File: config.mk
export PLATFORM = sky130hd
export DESIGN_NAME = packet_tx
export DESIGN_NICKNAME = d
export VERILOG_FILES = /design/src/rtl/packet_pkg.sv /design/src/rtl/packet_tx.sv
export SDC_FILE = /design/constraint.sdc
export NUM_CORES = 1
export LEC_CHECK = 0
export BUFFER_PORTS_ARGS = -buffer_cell sky130_fd_sc_hd__buf_2
export CAP_MARGIN = 20
export CELL_PAD_IN_SITES_DETAIL_PLACEMENT = 1
export CELL_PAD_IN_SITES_GLOBAL_PLACEMENT = 1
export CORE_MARGIN = 2
export CORE_UTILIZATION = 37
export CTS_CLUSTER_DIAMETER = 120
export DETAILED_ROUTE_END_ITERATION = 10
export PLACE_DENSITY = 0.7
export REMOVE_ABC_BUFFERS = 1
export SKIP_LAST_GASP = 1
export SLEW_MARGIN = 5
export SYNTH_ARGS = -nofsm -noshare
export SYNTH_HDL_FRONTEND = slang
export SYNTH_SLANG_ARGS = --single-unit
export TNS_END_PERCENT = 10
File: constraint.sdc
create_clock -name clk -period 10.4 [get_ports clk]
set_clock_uncertainty 0.1 [all_clocks]
set_input_delay 1.56 -clock clk [delete_from_list [all_inputs] [get_ports clk]]
set_output_delay 1.56 -clock clk [all_outputs]
set_load 0.005 [all_outputs]
File: src/rtl/packet_pkg.sv
// packet_pkg: definitions shared by the packet receive/execute/transmit path.
//   SYNC_BYTE    - first byte of every frame
//   MAX_PAYLOAD  - payload buffer depth (bytes)
//   RESP_ERR/OK  - response codes produced by the command executor
//   frame_state_t - transmit framer state encoding
package packet_pkg;

   localparam logic [7:0]  SYNC_BYTE   = 8'h55;
   localparam int unsigned MAX_PAYLOAD = 16;

   localparam logic [7:0]  RESP_ERR    = 8'h80;
   localparam logic [7:0]  RESP_OK     = 8'h81;

   typedef enum logic [2:0] {
      S_IDLE = 3'd0,
      S_SYNC = 3'd1,
      S_LEN  = 3'd2,
      S_DATA = 3'd3,
      S_CSUM = 3'd4
   } frame_state_t;

endpackage

File: src/rtl/packet_tx.sv
// packet_tx: packet framer and byte serializer.
// Latches a response packet (length + 16 payload bytes) on tx_packet_wr and
// streams it as SYNC, len, payload[0..len-1], csum over a valid/ready byte
// interface. csum makes the 8-bit sum of every byte after SYNC equal zero.
// Ports:
//   clk, rst (async, active-low)
//   tx_packet_wr, tx_payload_len, tx_buf0..tx_buf15 : packet input
//   tx_busy      : packet accepted and checksum not yet transferred
//   tx_byte, tx_valid, tx_ready : byte stream handshake
//   tx_drop      : pulse, write ignored while busy
//   tx_len_error : pulse, write rejected because length > MAX_PAYLOAD
//   frames_sent  : completed-frame counter (wraps)
module packet_tx #(
   parameter logic [7:0]  SYNC_BYTE   = packet_pkg::SYNC_BYTE,
   parameter int unsigned MAX_PAYLOAD = packet_pkg::MAX_PAYLOAD
) (
   input  logic        clk,
   input  logic        rst,
   input  logic        tx_packet_wr,
   input  logic [7:0]  tx_payload_len,
   input  logic [7:0]  tx_buf0,
   input  logic [7:0]  tx_buf1,
   input  logic [7:0]  tx_buf2,
   input  logic [7:0]  tx_buf3,
   input  logic [7:0]  tx_buf4,
   input  logic [7:0]  tx_buf5,
   input  logic [7:0]  tx_buf6,
   input  logic [7:0]  tx_buf7,
   input  logic [7:0]  tx_buf8,
   input  logic [7:0]  tx_buf9,
   input  logic [7:0]  tx_buf10,
   input  logic [7:0]  tx_buf11,
   input  logic [7:0]  tx_buf12,
   input  logic [7:0]  tx_buf13,
   input  logic [7:0]  tx_buf14,
   input  logic [7:0]  tx_buf15,
   output logic        tx_busy,
   output logic [7:0]  tx_byte,
   output logic        tx_valid,
   input  logic        tx_ready,
   output logic        tx_drop,
   output logic        tx_len_error,
   output logic [15:0] frames_sent
);

   import packet_pkg::*;

   localparam logic [7:0] MAX_LEN = 8'(MAX_PAYLOAD);

   frame_state_t state;
   logic [7:0]   len_q;
   logic [7:0]   sum_q;
   logic [3:0]   idx;
   logic [7:0]   buf_q  [16];
   logic [7:0]   buf_in [16];

   logic       accept;
   logic       xfer;
   logic       last;
   logic [7:0] cur_byte;
   logic [7:0] next_byte;
   logic [7:0] len_sum;
   logic [7:0] data_sum;

   always_comb begin
      buf_in[0]  = tx_buf0;
      buf_in[1]  = tx_buf1;
      buf_in[2]  = tx_buf2;
      buf_in[3]  = tx_buf3;
      buf_in[4]  = tx_buf4;
      buf_in[5]  = tx_buf5;
      buf_in[6]  = tx_buf6;
      buf_in[7]  = tx_buf7;
      buf_in[8]  = tx_buf8;
      buf_in[9]  = tx_buf9;
      buf_in[10] = tx_buf10;
      buf_in[11] = tx_buf11;
      buf_in[12] = tx_buf12;
      buf_in[13] = tx_buf13;
      buf_in[14] = tx_buf14;
      buf_in[15] = tx_buf15;
   end

   always_comb begin
      accept    = tx_packet_wr && !tx_busy && (tx_payload_len <= MAX_LEN);
      xfer      = tx_valid && tx_ready;
      cur_byte  = buf_q[idx];
      // index wraps past 15 only when the frame is on its last byte, where
      // next_byte is not used
      next_byte = buf_q[idx + 4'd1];
      len_sum   = sum_q + len_q;
      data_sum  = sum_q + cur_byte;
      last      = ({4'd0, idx} == (len_q - 8'd1));
   end

   // Payload buffer carries no reset: it is only read after an accept loads it.
   always_ff @(posedge clk) begin
      if (accept) begin
         buf_q <= buf_in;
      end
   end

   // tx_byte is always loaded with the byte for the state being entered, so
   // the next byte is ready the cycle after each transfer (no bubble).
   always_ff @(posedge clk or negedge rst) begin
      if (!rst) begin
         state        <= S_IDLE;
         len_q        <= '0;
         sum_q        <= '0;
         idx          <= '0;
         tx_busy      <= 1'b0;
         tx_valid     <= 1'b0;
         tx_byte      <= '0;
         tx_drop      <= 1'b0;
         tx_len_error <= 1'b0;
         frames_sent  <= '0;
      end else begin
         tx_drop      <= tx_packet_wr && tx_busy;
         tx_len_error <= tx_packet_wr && !tx_busy && (tx_payload_len > MAX_LEN);

         case (state)
            S_IDLE: begin
               if (accept) begin
                  state    <= S_SYNC;
                  len_q    <= tx_payload_len;
                  sum_q    <= '0;
                  idx      <= '0;
                  tx_busy  <= 1'b1;
                  tx_valid <= 1'b1;
                  tx_byte  <= SYNC_BYTE;
               end
            end
            S_SYNC: begin
               if (xfer) begin
                  state   <= S_LEN;
                  tx_byte <= len_q;
               end
            end
            S_LEN: begin
               if (xfer) begin
                  sum_q <= len_sum;
                  if (len_q != 8'd0) begin
                     state   <= S_DATA;
                     tx_byte <= cur_byte;
                  end else begin
                     state   <= S_CSUM;
                     tx_byte <= 8'd0 - len_sum;
                  end
               end
            end
            S_DATA: begin
               if (xfer) begin
                  sum_q <= data_sum;
                  if (last) begin
                     state   <= S_CSUM;
                     tx_byte <= 8'd0 - data_sum;
                  end else begin
                     idx     <= idx + 4'd1;
                     tx_byte <= next_byte;
                  end
               end
            end
            S_CSUM: begin
               if (xfer) begin
                  state       <= S_IDLE;
                  tx_valid    <= 1'b0;
                  tx_busy     <= 1'b0;
                  frames_sent <= frames_sent + 16'd1;
               end
            end
            default: begin
               state    <= S_IDLE;
               tx_valid <= 1'b0;
               tx_busy  <= 1'b0;
            end
         endcase
      end
   end

endmodule
==> metrics, run 1 <==
placer congestion estimate=roughly 0.87; Die X=around 160 um; net load switching power=896.4 uW; VDD IR-drop max=134.9 uV; status=complete, no violations; Routed wire per std cell=between 20 and 25 um; Hold Buf Count CTS=0; Post-Syn Area=0.009195 mm^2; clock insertion delay at the later pin of the skew report=~0.44 ns; Sw Share=a little over a third; startpoint types=register; Die ar.=0.02613 mm^2; Fillers=approximately 2500; via count=a little over 6000; Synth Register Bits=around 180; drt drc=0; Num CTS Buffers=17; P_int=1.647 mW; Final Max Tran Viols=0; Pwr Density=231.0 mW/mm^2; final worst slack=around 5.5 ns; endpoints failing setup=0; Ports=168; total gr overflow=0; Pre-Repair DR Iteration Count=7; fraction of layout cells with a size suffix above 1=roughly 40%; DR vias/cell=5.588; first-pass GRT wire length=around 38000 um; worst hold slack=around 0.37 ns; Layout Utilization=a little under half; FP Rows=57; initial antenna violation count=0; hpwl dp=between 15000 and 20000 um; core area=about 0.024 mm^2; Die Span Y=about 160 um; Setup Fix Bufs, Post-CTS=0; Design Power=2.543 mW; crit share post-route=a little under half; maximum clock rate=0.2048 GHz; Total Routing Usage GR=approximately a fifth; H-tree Lvls=4; relative slew slack=29.14%; iteration-0 DRC count of the detailed router=between 400 and 500; yosys warns=0; final hold vios=0; Pleak=slightly above 4 nW; required time worst endpoint=10.65 ns; Worst-path clk slew=about 0.07 ns; remaining antenna violation count after routing=0; Top FF cell, synth=edfxtp_1; setup_tns=0 ns; worst hold path type=reg2reg; Hold Crit Depth=1; clock sink total=roughly 180; combinational power share=37.7%; Clk pwr share=a little over a quarter; CTS tree=built; pin count of the biggest net entering global routing=67; Post-synth ARST share=28.09%; vias in the first global route=6658; area grow syn2layout=19.76%; Max Root-Sink Buffers=2; Port Buffers=between 150 and 200; Root Buffer=clkbuf_16; cell count of the worst reg-to-reg path=11; Final #Nets=~920; Crit Path Category=reg2reg; sequential power share=approximately 36%; slew of the pin with the lowest slew margin=~1.1 ns; RSZ-0062 raised after global routing=no; crit path DAT=just over 5 ns; minimum clock period=between 4 and 5 ns; Max-cap violations=0; number of flops mapped to enable cells by yosys=roughly 130; Max Fanout on Critical Path=56; pre-CTS setup slack=5.510 ns; DRT Wirelength=~25000 um; Post-CTS Resized=0; antenna cells=0; Starting Density=37.70%; post-synthesis sequential area ratio=a little under three fifths; Critical Path End Type=register; Mapped Cells=roughly 600; library cells used by synthesis=62; Avg Synthesized Cell Area=15.40 um^2
==> per-stage QoR <==
step	cell area, um^2	instances
3_5_place_dp	10380	1065
6_report	11010	1098
4_1_cts	10990	1097
3_3_place_gp	10360	1064
5_1_grt	11010	1098
2_1_floorplan	9052	567
==> cells by family after synthesis <==
kind of cell / synth area share, %
AO/OA/AOI/OAI: 6.123
XOR/XNOR: 4.463
adder cells (fa/ha/maj): 3.021
buffers and inverters: 2.204
flip-flops: 55.41
multiplexers: 21.46
AND/OR/NAND/NOR: 7.321
==> layout make-up <==
cell class | count | area [um^2] | area share, %
multi-input combinational | 373 | 3915 | 35.55
tap | 324 | 405.4 | 3.681
clock inverter | 15 | 190.2 | 1.727
inverter | 16 | 60.06 | 0.5454
clock buffer | 17 | 425.4 | 3.863
timing repair buffer | 175 | 915.9 | 8.317
sequential | 178 | 5100 | 46.31
==> sequential cells by signal, indices dropped and copies added (netlist names) <==
register      cells
buf_q           128
frames_sent      16
tx_valid          1
tx_byte           8
tx_drop           1
len_q             8
tx_len_error      1
state             3
idx               4
sum_q             8
==> Yosys cell counts (4+ instances only) <==
| cell type | number | area share, % |
|---|---|---|
| dfrtp_1 | 50 | 14 |
| nor4_1 | 5 | 0.34 |
| o21ai_0 | 8 | 0.44 |
| nand4_1 | 4 | 0.27 |
| mux2_2 | 9 | 1.1 |
| ha_1 | 19 | 2.6 |
| xor2_1 | 13 | 1.2 |
| a22o_1 | 7 | 0.67 |
| mux2i_1 | 7 | 0.76 |
| and3_1 | 8 | 0.54 |
| mux4_2 | 80 | 20 |
| or3_1 | 4 | 0.27 |
| buf_1 | 6 | 0.24 |
| buf_2 | 9 | 0.49 |
| o211ai_1 | 5 | 0.41 |
| nor2b_1 | 5 | 0.34 |
| nor3_1 | 12 | 0.65 |
| nand3_1 | 14 | 0.76 |
| nor3b_1 | 4 | 0.33 |
| clkbuf_1 | 12 | 0.49 |
| edfxtp_1 | 128 | 42 |
| nand2_1 | 32 | 1.3 |
| o31ai_1 | 5 | 0.41 |
| nor2_1 | 27 | 1.1 |
| a21oi_1 | 18 | 0.98 |
| inv_1 | 15 | 0.61 |
| o2111ai_1 | 5 | 0.48 |
| xnor2_1 | 32 | 3.0 |
==> per-layer routing <==
| layer | up-vias | part of all wire [%] | global-route usage (%) |
|---|---|---|---|
| li1 | 2719 | - | - |
| met4 | 0 | 2.2 | 6.476 |
| met5 | - | 0 | 0 |
| met2 | 247 | 50 | 32.36 |
| met3 | 38 | 5.4 | 3.133 |
| met1 | 3132 | 43 | 26.05 |
==> power groups by stage <==
stage	Combinational (mW)	Sequential (mW)	Clock (mW)
after global placement	0.916	0.921	0
final	0.958	0.912	0.674
after floorplan	0.682	0.921	0
after detailed placement	0.942	0.925	0
after CTS	0.950	0.910	0.686
after global routing	1.05	0.920	0.711
==> critical path, stage by stage (launching register included) <==
cell	delay, ns
dfrtp_4	0.58
buf_4	0.72
mux4_2	0.60
mux4_2	0.50
ha_1	0.24
fa_1	0.42
xnor2_1	0.32
and3_1	0.26
nor3b_1	0.33
nand3b_1	0.15
o32a_1	0.31
a32oi_1	0.22
==> layout by cell type, fill, tap and decap left out, types with 15 or more instances in the layout <==
master,Yosys,layout
a21oi_1,18,18
buf_2,9,167
clkbuf_16,0,17
dfrtp_1,50,48
edfxtp_1,128,128
ha_1,19,18
inv_1,15,15
mux4_2,80,80
nand2_1,32,32
nor2_1,27,26
xnor2_1,32,31
==> worst paths after layout <==
check | startpoint | endpoint | slack [ns]
worst max register to register | idx[0]$_DFFE_PN0P_ | tx_byte[7]$_DFFE_PN0P_ | 5.52
min in group asynchronous | rst | len_q[1]$_DFFE_PN0P_ | 1.14
worst max-delay path | idx[0]$_DFFE_PN0P_ | tx_byte[7]$_DFFE_PN0P_ | 5.52
worst min-delay path | frames_sent[15]$_DFFE_PN0P_ | frames_sent[15]$_DFFE_PN0P_ | 0.37
max in group asynchronous | rst | idx[0]$_DFFE_PN0P_ | 8.55
worst min register to register | frames_sent[15]$_DFFE_PN0P_ | frames_sent[15]$_DFFE_PN0P_ | 0.37
Note: power is estimated with default switching activity, not from simulation.
==> run 2: changes to the inputs <==
==> constraint.sdc (replaced) <==
create_clock -name clk -period 4.75 [get_ports clk]
set_clock_uncertainty 0.1 [all_clocks]
set_input_delay 0.7125 -clock clk [delete_from_list [all_inputs] [get_ports clk]]
set_output_delay 0.7125 -clock clk [all_outputs]
set_load 0.005 [all_outputs]
==> metrics, run 2 (synthesis gave the netlist of run 1 again) <==
critical path's slowest cell=dfrtp_4; hpwl dp=roughly 19000 um; first-pass GRT wire length=~40000 um; crit path DAT=4.63 ns; maximum clock rate=approximately 0.23 GHz; initial antenna violation count=0; Pwr Density=499.5 mW/mm^2; commonest non-fill, non-tap cell in the layout=buf_2; DRT Wirelength=between 20000 and 30000 um; pin count of the biggest net entering global routing=129; Die Span Y=between 150 and 200 um; worst hold path type=in2async; Pre-Repair DR Iteration Count=5; Ports=around 170; core area=around 0.024 mm^2; Starting Density=a little under two fifths; Non-Filler Instances=1102; most frequent cells in the layout=buf_2, edfxtp_1, mux4_2; Num CTS Buffers=17; RSZ-0062 raised after global routing=no; P_int=between 3 and 4 mW; slew of the pin with the lowest slew margin=roughly 1.0 ns; Fillers=~2500; FP Rows=57; final hold vios=0; crit path cell chain=buf_4, mux4_2, mux4_2, ha_1, xnor2_1, and3_1, nor3b_1, nand3b_1, o32a_1, a32oi_1; multi-input logic area=between 0.003 and 0.004 mm^2; startpoint types=register; antenna cells=0; Worst-path clk slew=roughly 0.070 ns; Pleak=4.141 nW; clock sink total=roughly 180; required time worst endpoint=approximately 5 ns; Layout Utilization=around 45%; Sw Share=around a third; relative slew slack=just over 30%; VDD IR-drop max=~280 uV; max reg flops=around 130; placer congestion estimate=about 0.86; Top reg by flops=buf_q; instance count on the critical path=10; fraction of layout cells with a size suffix above 1=approximately 40%; cell count of the worst reg-to-reg path=10; most frequent CP cell=mux4_2; H-tree Lvls=4; Crit Path Category=reg2reg; Final Cell Area=roughly 0.011 mm^2; Setup Fix Bufs, Post-CTS=0; combinational power share=a little under two fifths; DR vias/cell=5.578; total gr overflow=0; minimum clock period=between 4 and 5 ns; via count=between 6000 and 7000; Total Routing Usage GR=about a fifth; net load switching power=approximately 1.9 mW; vias in the first global route=6803; placed insts=~1100; Die ar.=about 0.026 mm^2; Final Max Tran Viols=0; Largest regs=buf_q (128), frames_sent (16); Port Buffers=between 150 and 200; crit share post-route=around 92%; remaining antenna violation count after routing=0; Critical Path End Type=register; area grow syn2layout=19.61%; Reg2Reg Launch Point=idx[0]$_DFFE_PN0P_; status=complete, no violations; Clk pwr share=about a quarter; crit path buf inv count=1; Max Root-Sink Buffers=2; iteration-0 DRC count of the detailed router=about 490; Critical Path Max Stage Delay=around 0.7 ns; drt drc=0; CP top delay family=multiplexers; Post-CTS Resized=0; Hold Buf Count CTS=0; Max-cap violations=0; Max Fanout on Critical Path=28; clock insertion delay at the later pin of the skew report=around 0.44 ns; endpoints failing setup=0; register area=0.005100 mm^2; Final #Nets=roughly 900; Root Buffer=clkbuf_16; Die X=161.6 um; sequential power share=36.6%; Placed Area=between 0.01 and 0.015 mm^2; crit path from=idx[0]$_DFFE_PN0P_; Routed wire per std cell=approximately 23 um; CTS tree=built
[run 2: worst paths after layout]
kind / to / slack (ns)
worst max-delay path: tx_byte[7]$_DFFE_PN0P_ / 0.37
worst min register to register: frames_sent[15]$_DFFE_PN0P_ / 0.38
max in group asynchronous: idx[0]$_DFFE_PN0P_ / 3.73
worst min-delay path: frames_sent[15]$_DFFE_PN0P_ / 0.31
worst max register to register: tx_byte[7]$_DFFE_PN0P_ / 0.37
min in group clk: buf_q[67]$_DFFE_PP_ / 0.35
[run 2: area by class of cell]
cell class	instances	area share [%]
Tap cell	324	3.686
Timing Repair Buffer	179	8.532
Clock buffer	18	3.902
Inverter	16	0.5461
Sequential cell	178	46.37
Clock inverter	14	1.365
Multi-Input combinational cell	373	35.60
[run 2: routing by layer]
metal  vias to the layer above  part of all wire, %  GRT usage (%)  routed length, um
met5                         -                    0              0                  0
met4                         0                  1.6          5.551                412
met3                        25                  5.3          3.416               1336
met2                       234                   51          34.19              12890
met1                      3161                   42          26.39              10740
li1                       2727                    -              -                  -
[run 2: metrics by stage]
| stage | setup WS [ns] | setup TNS (ns) | power, mW | hold WS (ns) |
|---|---|---|---|---|
| final | 0.3691 | 0 | 5.494 | 0.3070 |
| after global routing | 0.1028 | 0 | 5.788 | 0.3337 |
| after CTS | 0.3510 | 0 | 5.528 | 0.3235 |
| after detailed placement | 0.4028 | 0 | 4.111 | 0.3719 |
| after global placement | 0.6563 | 0 | 4.025 | 0.3530 |
| after floorplan | -3.456 | -376.98 | 3.511 | 0.3169 |
[run 2: power groups by stage]
stage / clock [mW] / combinational [mW] / sequential [mW]
6_report: 1.40 / 2.08 / 2.01
4_1_cts: 1.42 / 2.09 / 2.01
3_3_place_gp: 0 / 1.99 / 2.04
5_1_grt: 1.48 / 2.27 / 2.04
3_5_place_dp: 0 / 2.07 / 2.04
2_1_floorplan: 0 / 1.49 / 2.02
==> run 3: changes to the inputs <==
--- a/config.mk
+++ b/config.mk
@@ -14,7 +14,6 @@
 export CTS_CLUSTER_DIAMETER = 120
 export DETAILED_ROUTE_END_ITERATION = 10
 export PLACE_DENSITY = 0.7
-export REMOVE_ABC_BUFFERS = 1
 export SKIP_LAST_GASP = 1
 export SLEW_MARGIN = 5
 export SYNTH_ARGS = -nofsm -noshare
==> metrics, run 3 (synthesis gave the netlist of run 1 again) <==
status=complete, no violations; CTS tree=built; FF-to-FF setup slack=between 0.4 and 0.5 ns; Placed Area=roughly 0.010 mm^2; Critical Path Max Stage Delay=0.66 ns; startpoint types=register; setup_tns=0 ns; layer with the highest usage=met2; crit path cell chain=mux4_2, mux4_2, ha_1, fa_1, xnor2_1, and3_1, nor3b_1, nand3b_1, o32a_1, a32oi_1; Ports=between 150 and 200; met3 Resource Use GR=3.929%; drt drc=0; maximum clock rate=approximately 0.23 GHz; Pwr Density=approximately 500 mW/mm^2; syn_nets=758; Pre-Repair DR Iteration Count=5; Final Cell Area=between 0.01 and 0.015 mm^2; Max-cap violations=0; Crit Path Category=reg2reg; Num CTS Buffers=17; RSZ-0062 raised after global routing=no; met1 usage=a little over a quarter; required time worst endpoint=about 5 ns; total gr overflow=0; endpoints failing setup=0; worst hold path type=in2async; Reg2Reg Launch Point=idx[0]$_DFFE_PN0P_; relative slew slack=a little over a third; Hold Buf Count CTS=0; Top reg by flops=buf_q; most frequent cells in the layout=buf_2, edfxtp_1, mux4_2; Port Buffers=~170; most frequent CP cell=mux4_2; crit path DAT=approximately 4.6 ns; slew of the pin with the lowest slew margin=~0.96 ns; R2R Path End=tx_byte[7]$_DFFE_PN0P_; FP Rows=57; core area=between 0.02 and 0.025 mm^2; crit share post-route=around nine tenths; placer congestion estimate=0.8638; cell count of the worst reg-to-reg path=10; pin count of the biggest net entering global routing=129; H-tree Lvls=4; CP top delay family=multiplexers; iteration-0 DRC count of the detailed router=~440; Layout Utilization=about 45%; VDD IR-drop max=around 230 uV; final hold vios=0; Total Routing Usage GR=between 10% and 20%; Pleak=about 4.1 nW; Fillers=between 2000 and 3000; via count=6217; hpwl dp=~19000 um; first-pass GRT wire length=roughly 39000 um; Largest regs=buf_q (128), frames_sent (16); Setup Fix Bufs, Post-CTS=0; minimum clock period=approximately 4.3 ns; max reg flops=128; commonest non-fill, non-tap cell in the layout=buf_2; Routed wire per std cell=22.85 um; fraction of layout cells with a size suffix above 1=between 40% and 50%; Critical Path End Type=register; Final #Nets=925; Die ar.=around 0.026 mm^2; area grow syn2layout=19.73%; Max Fanout on Critical Path=21; Starting Density=roughly 38%; Die X=about 160 um; Post-CTS Resized=0; DRT Wirelength=approximately 25000 um; Die Span Y=161.6 um; crit path buf inv count=0; antenna cells=0; Worst-path clk slew=0.08 ns; met2 GRT Util=between 30% and 40%; Root Buffer=clkbuf_16; clock sink total=178; clock insertion delay at the later pin of the skew report=~0.44 ns; Final Max Tran Viols=0; initial antenna violation count=0; critical path's slowest cell=dfrtp_4; DR vias/cell=5.647; vias in the first global route=about 6800; remaining antenna violation count after routing=0; Max Root-Sink Buffers=2
-- run 3: cell types whose count changed in the layout (fill, tap and decap cells not counted) --
cell / before / now
buf_12: 1 / 2
clkinv_8: 0 / 3
clkinv_2: 3 / 0
inv_6: 5 / 3
buf_4: 11 / 9
inv_8: 1 / 5
bufinv_16: 2 / 0
clkinv_1: 1 / 0
clkinv_4: 1 / 2
-- run 3: area by class of cell --
type,count,area [um^2],area share (%)
inverter,16,60.06,0.5455
clock buffer,18,429.2,3.898
timing repair buffer,178,943.4,8.569
multi-input combinational,373,3915,35.56
clock inverter,14,156.4,1.421
sequential,178,5100,46.32
tap,324,405.4,3.682
-- run 3: worst max-delay path by stage --
stage / from / end / slack (ns) / cells past startpoint
after global routing: idx[0]$_DFFE_PN0P_ / tx_byte[6]$_DFFE_PN0P_ / 0.31 / 11
after detailed placement: idx[0]$_DFFE_PN0P_ / tx_byte[7]$_DFFE_PN0P_ / 0.55 / 10
after CTS: idx[0]$_DFFE_PN0P_ / tx_byte[7]$_DFFE_PN0P_ / 0.50 / 10
after floorplan: tx_payload_len[0] / len_q[3]$_DFFE_PN0P_ / 0.27 / 7
after global placement: idx[0]$_DFFE_PN0P_ / tx_byte[7]$_DFFE_PN0P_ / 0.64 / 10
final: idx[0]$_DFFE_PN0P_ / tx_byte[7]$_DFFE_PN0P_ / 0.45 / 10
-- run 3: per-stage QoR --
stage          power (mW)  setup WS [ns]  instances  hold slack (ns)
6_report            5.505         0.4477       1101           0.1760
5_1_grt             5.829         0.3146       1101           0.1988
4_1_cts             5.550         0.4953       1101           0.1797
3_5_place_dp        4.135         0.5510       1069           0.3727
3_3_place_gp        4.080         0.6362       1069           0.3594
2_1_floorplan       3.535         0.2727        597           0.3169
-- run 3: power breakdown --
part           switching (mW)  internal [mW]
combinational            1.11           1.04
clock                   0.691          0.708
sequential              0.179           1.78
total                    1.98           3.52
-- run 3: per-layer routing --
layer / routed length, um / vias to the layer above
met1: 10940 / 3180
met2: 12220 / 260
li1: - / 2733
met5: 0 / -
met3: 1393 / 44
met4: 608 / 0
